===== src/rtl/mem_sched.sv =====
// Round-robin memory access scheduler: grants one client at a time and sequences its access through an IDLE/ACCESS/DONE FSM.
// Define MEM_SCHED_PRIO_EN to give client CLIENT_CNT-1 strict priority over the round-robin group.
module mem_sched #(
  parameter int M_WIDTH     = 8,
  parameter int CLIENT_CNT  = 2,
  parameter int WAIT_STATES = 1
) (
  input  logic                          clk,
  input  logic                          rst,
  input  logic [CLIENT_CNT-1:0]         requests,
  input  logic [M_WIDTH*CLIENT_CNT-1:0] addrs,
  input  logic [CLIENT_CNT-1:0]         wes,
  input  logic [M_WIDTH*CLIENT_CNT-1:0] data_outs,
  output logic [CLIENT_CNT-1:0]         readies,
  output logic [M_WIDTH-1:0]            addr,
  output logic [M_WIDTH-1:0]            data_out,
  output logic                          we,
  output logic                          busy,
  output logic [$clog2(CLIENT_CNT)-1:0] grant_id
);

  localparam int GW = $clog2(CLIENT_CNT);

  localparam logic [1:0] IDLE   = 2'd0;
  localparam logic [1:0] ACCESS = 2'd1;
  localparam logic [1:0] DONE   = 2'd2;

  logic [1:0]            state_q, state_d;
  logic [GW-1:0]         grant_q, grant_d;
  logic [GW-1:0]         last_grant_q, last_grant_d;
  logic [3:0]            cnt_q, cnt_d;
  logic [M_WIDTH-1:0]    addr_q, addr_d;
  logic [M_WIDTH-1:0]    data_q, data_d;
  logic                  we_q, we_d;
  logic                  busy_q, busy_d;
  logic [CLIENT_CNT-1:0] readies_q, readies_d;

  logic [M_WIDTH-1:0] addrArr [CLIENT_CNT];
  logic [M_WIDTH-1:0] dataArr [CLIENT_CNT];

  for (genvar i = 0; i < CLIENT_CNT; i++) begin : g_unpack
    assign addrArr[i] = addrs[M_WIDTH*i +: M_WIDTH];
    assign dataArr[i] = data_outs[M_WIDTH*i +: M_WIDTH];
  end

  // Winner search starts just after the last granted client and wraps around.
  logic [GW-1:0] winner;
  logic [GW-1:0] idx;
  logic          found;

  always_comb begin
    winner = '0;
    idx    = '0;
    found  = 1'b0;
    for (int k = 1; k <= CLIENT_CNT; k++) begin
      idx = GW'((int'(last_grant_q) + k) % CLIENT_CNT);
      if (!found && requests[idx]) begin
        winner = idx;
        found  = 1'b1;
      end
    end
`ifdef MEM_SCHED_PRIO_EN
    if (requests[CLIENT_CNT-1]) begin
      winner = GW'(CLIENT_CNT-1);
    end
`endif
  end

  always_comb begin
    state_d      = state_q;
    grant_d      = grant_q;
    last_grant_d = last_grant_q;
    cnt_d        = cnt_q;
    addr_d       = addr_q;
    data_d       = data_q;
    we_d         = we_q;
    busy_d       = busy_q;
    readies_d    = readies_q;
    case (state_q)
      IDLE: begin
        if (|requests) begin
          grant_d      = winner;
          last_grant_d = winner;
          addr_d       = addrArr[winner];
          data_d       = dataArr[winner];
          we_d         = wes[winner];
          cnt_d        = 4'(WAIT_STATES);
          busy_d       = 1'b1;
          state_d      = ACCESS;
        end
      end
      ACCESS: begin
        // A dropped request aborts silently, even on the cycle the access would complete.
        if (!requests[grant_q]) begin
          we_d    = 1'b0;
          cnt_d   = '0;
          busy_d  = 1'b0;
          state_d = IDLE;
        end else if (cnt_q == 4'd0) begin
          we_d               = 1'b0;
          readies_d          = '0;
          readies_d[grant_q] = 1'b1;
          state_d            = DONE;
        end else begin
          cnt_d = cnt_q - 4'd1;
        end
      end
      DONE: begin
        if (!requests[grant_q]) begin
          readies_d = '0;
          busy_d    = 1'b0;
          state_d   = IDLE;
        end
      end
      default: begin
        we_d      = 1'b0;
        readies_d = '0;
        busy_d    = 1'b0;
        state_d   = IDLE;
      end
    endcase
  end

  always_ff @(posedge clk) begin
    if (rst) begin
      state_q      <= IDLE;
      grant_q      <= '0;
      last_grant_q <= GW'(CLIENT_CNT-1);
      cnt_q        <= '0;
      addr_q       <= '0;
      data_q       <= '0;
      we_q         <= 1'b0;
      busy_q       <= 1'b0;
      readies_q    <= '0;
    end else begin
      state_q      <= state_d;
      grant_q      <= grant_d;
      last_grant_q <= last_grant_d;
      cnt_q        <= cnt_d;
      addr_q       <= addr_d;
      data_q       <= data_d;
      we_q         <= we_d;
      busy_q       <= busy_d;
      readies_q    <= readies_d;
    end
  end

  assign readies  = readies_q;
  assign addr     = addr_q;
  assign data_out = data_q;
  assign we       = we_q;
  assign busy     = busy_q;
  assign grant_id = grant_q;

endmodule


===== config.mk =====
export PLATFORM = sky130hd
export DESIGN_NAME = mem_sched
export DESIGN_NICKNAME = d
export VERILOG_FILES = /design/src/rtl/mem_sched.sv
export SDC_FILE = /design/constraint.sdc
export NUM_CORES = 1
export LEC_CHECK = 0
export ABC_AREA = 1
export BUFFER_PORTS_ARGS = -buffer_cell sky130_fd_sc_hd__buf_2
export CORE_ASPECT_RATIO = 0.7
export CORE_UTILIZATION = 51
export CTS_CLUSTER_DIAMETER = 200
export CTS_CLUSTER_SIZE = 14
export DETAILED_ROUTE_END_ITERATION = 8
export PLACE_DENSITY = 0.84
export SYNTH_ARGS = -nofsm -noshare
export SYNTH_HDL_FRONTEND = slang
export SYNTH_SLANG_ARGS = --single-unit

===== constraint.sdc =====
create_clock -name clk -period 2.8 [get_ports clk]
set_input_delay 0.42 -clock clk [delete_from_list [all_inputs] [get_ports clk]]
set_output_delay 0.42 -clock clk [all_outputs]
set_load 0.01 [all_outputs]

==> flow_summary.yaml, run 1 <==
timing:
  finalSetupViolCount: 0
  finalHoldViolations: 0
  max-slew-margin-rel_pct: 53.38
  min_period_ps: 1966
  slew_viol_final: 0
  fin_crit_sh_pct: 70.23
  max_freq_ghz: 0.5085
  rsz0062_at_grt: "false"
  tns_ps: 0
  holdWs_ps: 334.3
  finalClockSkew_ps: 2.540
  worst_slew_pin_slew_ps: 698.5
clock_tree:
  clockBufferDepth: 2
  cts-root-buf: "clkbuf_8"
  clk_pin_slew_worst_paths_ps: 90
  cts.sinks: 28
  cts_max_level: 1
  cts_buffers: 3
  clk_latency_ps: 270
  postCtsResizedCells: 0
  cts_setup_buffers: 0
  cts_tree: "done"
  postCtsHoldBufs: 0
final_layout:
  final_common_cell: "nand2_1"
  layout_common_cells: "nand2_1, buf_2, dfxtp_1"
  syn_to_final_growth_pct: 23.59
  final_cells: 294
  fillCellCount: 234
  diodes: 0
  drive_above_1_share_pct: 28.08
  final_area_sq_um: 1757
  nets: 304
place:
  portBuffers: 58
  placed_cells: 290
  hpwlAfterDp_um: 2401
  gp_congestion: 0.7664
  dpl_cell_area_sq_um: 1702
synthesis:
  synth-seq-cells: 28
  synth_cells: 207
  yosysTopAreaCell: "dfxtp_1"
  yosys_warnings: 0
  yosysUniqueCellTypes: 23
  syn_nets: 250
  synth_area_sq_um: 1421
  synth_edf_count: 0
  syn-mean-instance-area_sq_um: 6.866
  yosysSeqAreaShare_pct: 39.44
  synth_top_area_share_pct: 39.44
  synthTopCellsByArea: "dfxtp_1, nand2_1, a31oi_1"
  synth_flop_cell: "dfxtp_1"
  synth_async_sr_flop_share_pct: 0
floorplan:
  pin_count: 59
  rows: 15
  dieArea_sq_um: 3006
  design.core.area_sq_um: 2552
  die_h_um: 46.17
  die_w_um: 65.10
  start_util_pct: 55.69
worst_setup_path:
  critical_path_class: "flop to flop"
  end_kind: "flop"
  path_max_fanout: 33
  cp_slowest_stage_delay_ps: 560
  cp.arrival_ps: 2160
  critPathSlowestCell: "nor2_4"
  cpMostUsedCell: "inv_1"
  cp-start-kind: "flop"
  cp.required_ps: 3000
  crit_path_cell_trace: "inv_1, ha_1, inv_1, nor2_4, o21ai_1, a31oi_1"
grt:
  grt_overflow: 0
  grtUsageMet2_pct: 43.54
  use_met1_pct: 27.85
  busiest_layer: "met2"
  grt_pass1_vias: 1297
  antenna_found_initial: 0
  grt_util_met3_pct: 6.436
  grt_pass1_wl_um: 5395
  track_usage_pct: 23.74
  grt_max_degree: 34
route:
  dr.pass1.iters: 4
  vias: 1462
  dr.first_iter.drc_count: 84
  wl_um: 3262
  ant_nets: 0
  wl_per_cell_um: 11.10
  drc: 0
  via_per_inst: 4.973
power_and_ir_drop:
  power_leakage_nw: 0.9080
  ir_drop_mv: 0.5196
  powerDensity_nw_per_um2: 1026
  finalPower_mw: 1.803
worst_hold_path:
  hp-class: "input port to flop"
outcome:
  outcome: "complete, no violations"
run:
  drv_cap: 0
==> worst max-delay path, delay by kind of cell, from the launching register on <==
| family | cells | cell delay (ps) |
|---|---|---|
| and+or+nand+nor | 1 | 560 |
| adders and majority gates | 1 | 390 |
| AOI/OAI and AO/OA | 2 | 380 |
| DFF | 1 | 330 |
| buffers and inverters | 2 | 230 |
==> power breakdown <==
group	internal (mW)	total [mW]	switching [mW]
registers	0.554	0.642	0.0879
clock network	0.126	0.247	0.121
logic	0.340	0.914	0.573
total	1.02	1.80	0.783
==> sequential cells by signal (all words and copies together), names as in the netlist <==
name,count
busy,1
readies,2
grant_id,1
state_q,2
last_grant_q,1
data_out,8
cnt_q,4
addr,8
we,1
==> layout make-up <==
cell class | count | area (sq um) | area share [%]
repair buffers | 58 | 290.3 | 16.52
flip-flops and latches | 28 | 560.5 | 31.91
multi-input cells | 150 | 733.2 | 41.74
clock buffers | 4 | 55.05 | 3.134
inverters | 20 | 75.07 | 4.274
well taps | 34 | 42.54 | 2.422
==> kinds of logic after synthesis <==
| group | share of synthesized area [%] |
|---|---|
| simple gates | 29.93 |
| compound gates | 17.25 |
| buf+inv | 8.978 |
| flops | 39.44 |
| fa+ha+maj | 4.401 |
==> metrics by stage <==
stage               setup slack (ps)  util [%]
finish                         833.6     68.82
global route                   647.4     68.82
CTS                            883.2     68.82
detailed placement             905.2     66.67
global placement                1006     66.67
floorplan                       1491         -
==> synth_stat cells, types with 3 or more instances <==
| library cell | n |
|---|---|
| ha_1 | 5 |
| buf_2 | 3 |
| nor2_1 | 23 |
| a21oi_1 | 4 |
| dfxtp_1 | 28 |
| inv_1 | 15 |
| nand4_1 | 3 |
| a31oi_1 | 16 |
| nand2_1 | 64 |
| nand3_1 | 7 |
| inv_2 | 4 |
| buf_4 | 4 |
| o21ai_1 | 17 |
| o21ai_0 | 3 |
==> path summary, 6_finish.rpt <==
kind,start,end,slack [ps],cells past startpoint
worst min-delay path,rst,grant_id$_SDFFE_PP0P_,330,2
worst max register to register,state_q[0]$_SDFFE_PP0P_,addr[2]$_SDFFE_PP0P_,830,6
worst min register to register,last_grant_q$_SDFFE_PP1P_,last_grant_q$_SDFFE_PP1P_,480,2
worst max-delay path,state_q[0]$_SDFFE_PP0P_,addr[2]$_SDFFE_PP0P_,830,6
==> per-layer routing <==
metal | part of all wire [%] | wire length [um] | up-vias
met5 | 0 | 0 | -
met4 | 0.77 | 25 | 0
met3 | 6.3 | 205 | 4
met2 | 44 | 1445 | 45
met1 | 49 | 1586 | 635
li1 | - | - | 778
(Power assumes the default switching activity.)
==> inputs of run 2 (changes only) <==
CORE_UTILIZATION = 43   (was 51)
PLACE_DENSITY = 0.76   (was 0.84)
clock period = 1.7 ns   (was 2.8 ns; I/O delays follow)
==> run 2 against run 1 <==
Effect of this change:
- the flow now finishes with violations (DRC)
- via count is 0.27% higher
- critical path depth up 1
- largest power group unchanged
- final area up 2.6%
- highest routed layer unchanged
- sequential share of layout area is 0.82 points lower
- count of clock-buffer cells in the layout fell by 1
- power grew 67%
- clock skew increased by 2.5 ps
- flip-flop and latch count did not move
- clock power increased by 47%
- largest cell class unchanged
==> flow_summary.yaml, run 2 (synthesized netlist as in run 1, its figures left out) <==
outcome:
  outcome: "finished with violations"
  failed_checks: "DRC"
worst_setup_path:
  cp.required_ps: 1880
  cp-start-kind: "flop"
  critPathSlowestCell: "dfxtp_1"
  critical_path_class: "flop to flop"
  end_kind: "flop"
  crit_path_cell_trace: "inv_1, ha_1, buf_4, a21oi_4, nand2_1, o21ai_1, nor2_1"
  path_max_fanout: 7
  cp_slowest_stage_delay_ps: 340
  cp.arrival_ps: 1650
timing:
  finalClockSkew_ps: 5.074
  tns_ps: 0
  rsz0062_at_grt: "false"
  finalHoldViolations: 0
  max-slew-margin-rel_pct: 72.25
  holdWs_ps: 170.5
  slew_viol_final: 0
  finalSetupViolCount: 0
  max_freq_ghz: 0.6779
  worst_slack_ps: 224.8
  fin_crit_sh_pct: 86.78
  worst_slew_pin_slew_ps: 415.8
  min_period_ps: 1475
route:
  vias: 1466
  via_per_inst: 4.870
  dr.pass1.iters: 6
  wl_per_cell_um: 10.82
  ant_nets: 0
  wl_um: 3258
  drc: 4
  dr.first_iter.drc_count: 67
final_layout:
  drive_above_1_share_pct: 28.90
  nets: 308
  layout_common_cells: "nand2_1, buf_2, dfxtp_1"
  syn_to_final_growth_pct: 26.85
  diodes: 0
  fin_util_pct: 57.27
  final_common_cell: "nand2_1"
  fillCellCount: 321
clock_tree:
  cts_setup_buffers: 0
  postCtsHoldBufs: 0
  cts_max_level: 1
  cts-root-buf: "clkbuf_8"
  cts.sinks: 28
  clk_latency_ps: 280
  postCtsResizedCells: 0
  clockBufferDepth: 2
  cts_tree: "done"
  cts_buffers: 3
  clk_pin_slew_worst_paths_ps: 90
grt:
  antenna_found_initial: 0
  grt_overflow: 0
  grt_pass1_vias: 1369
  grt_pass1_wl_um: 5796
  track_usage_pct: 20.59
  grt_max_degree: 25
place:
  gp_congestion: 0.8020
  dp_slack_ps: 242.8
  portBuffers: 58
  hpwlAfterDp_um: 2467
worst_hold_path:
  hp-class: "input port to flop"
power_and_ir_drop:
  power_leakage_nw: 0.9287
  ir_drop_mv: 0.6837
  powerDensity_nw_per_um2: 1665
floorplan:
  die_h_um: 50.10
  pin_count: 59
  start_util_pct: 45.15
  rows: 17
  design.core.area_sq_um: 3148
  die_w_um: 70.72
  dieArea_sq_um: 3543
run:
  drv_cap: 0
## run 2: changes by cell type in the layout (fill, tap and decap cells not counted), sizes merged
cell	previous run	this run
buf	58	62
clkbuf	4	3
## run 2: path summary, 6_finish.rpt
path	cells past startpoint	from	end	slack [ps]
setup reg to reg	7	state_q[0]$_SDFFE_PP0P_	cnt_q[1]$_SDFFE_PP0P_	220
hold reg to reg	2	last_grant_q$_SDFFE_PP1P_	last_grant_q$_SDFFE_PP1P_	470
hold / removal	2	rst	grant_id$_SDFFE_PP0P_	170
setup / recovery	7	state_q[0]$_SDFFE_PP0P_	cnt_q[1]$_SDFFE_PP0P_	220
## run 2: worst max-delay path: cells and delay by family, from the launching register on
family                     cells  cell delay [ps]
AOI/OAI and AO/OA              2              370
DFF                            1              340
buffers and inverters          2              260
adders and majority gates      1              250
and+or+nand+nor                2              160
## run 2: metrics by stage
step                std cells  power, mW  cell area, sq um
floorplan                 207      2.207              1421
global placement          298      2.624              1762
detailed placement        298      2.649              1762
CTS                       301      3.023              1803
global route              301      3.303              1803
finish                    301      3.003              1803
## run 2: power by group
group	internal, mW	leakage (nW)	total, mW	switching, mW
combinational	0.631	0.675	1.58	0.949
clock	0.160	0.0216	0.362	0.203
sequential	0.912	0.232	1.06	0.148
total	1.70	0.929	3.00	1.30
## run 2: area by class of cell
class / instances / area, sq um / area share, %
clock buffer: 3 / 41.29 / 2.290
inverter: 20 / 75.07 / 4.164
multi-input combinational: 150 / 733.2 / 40.67
sequential: 28 / 560.5 / 31.09
tap: 38 / 47.55 / 2.637
timing repair buffer: 62 / 345.3 / 19.15
## run 2: metal layers
layer | vias up | global-route usage, % | share of wire (%)
met1 | 634 | 26.18 | 49
li1 | 784 | - | -
met3 | 2 | 5.930 | 7.0
met5 | - | 0 | 0
met4 | 0 | 4.000 | 0.25
met2 | 46 | 34.94 | 44
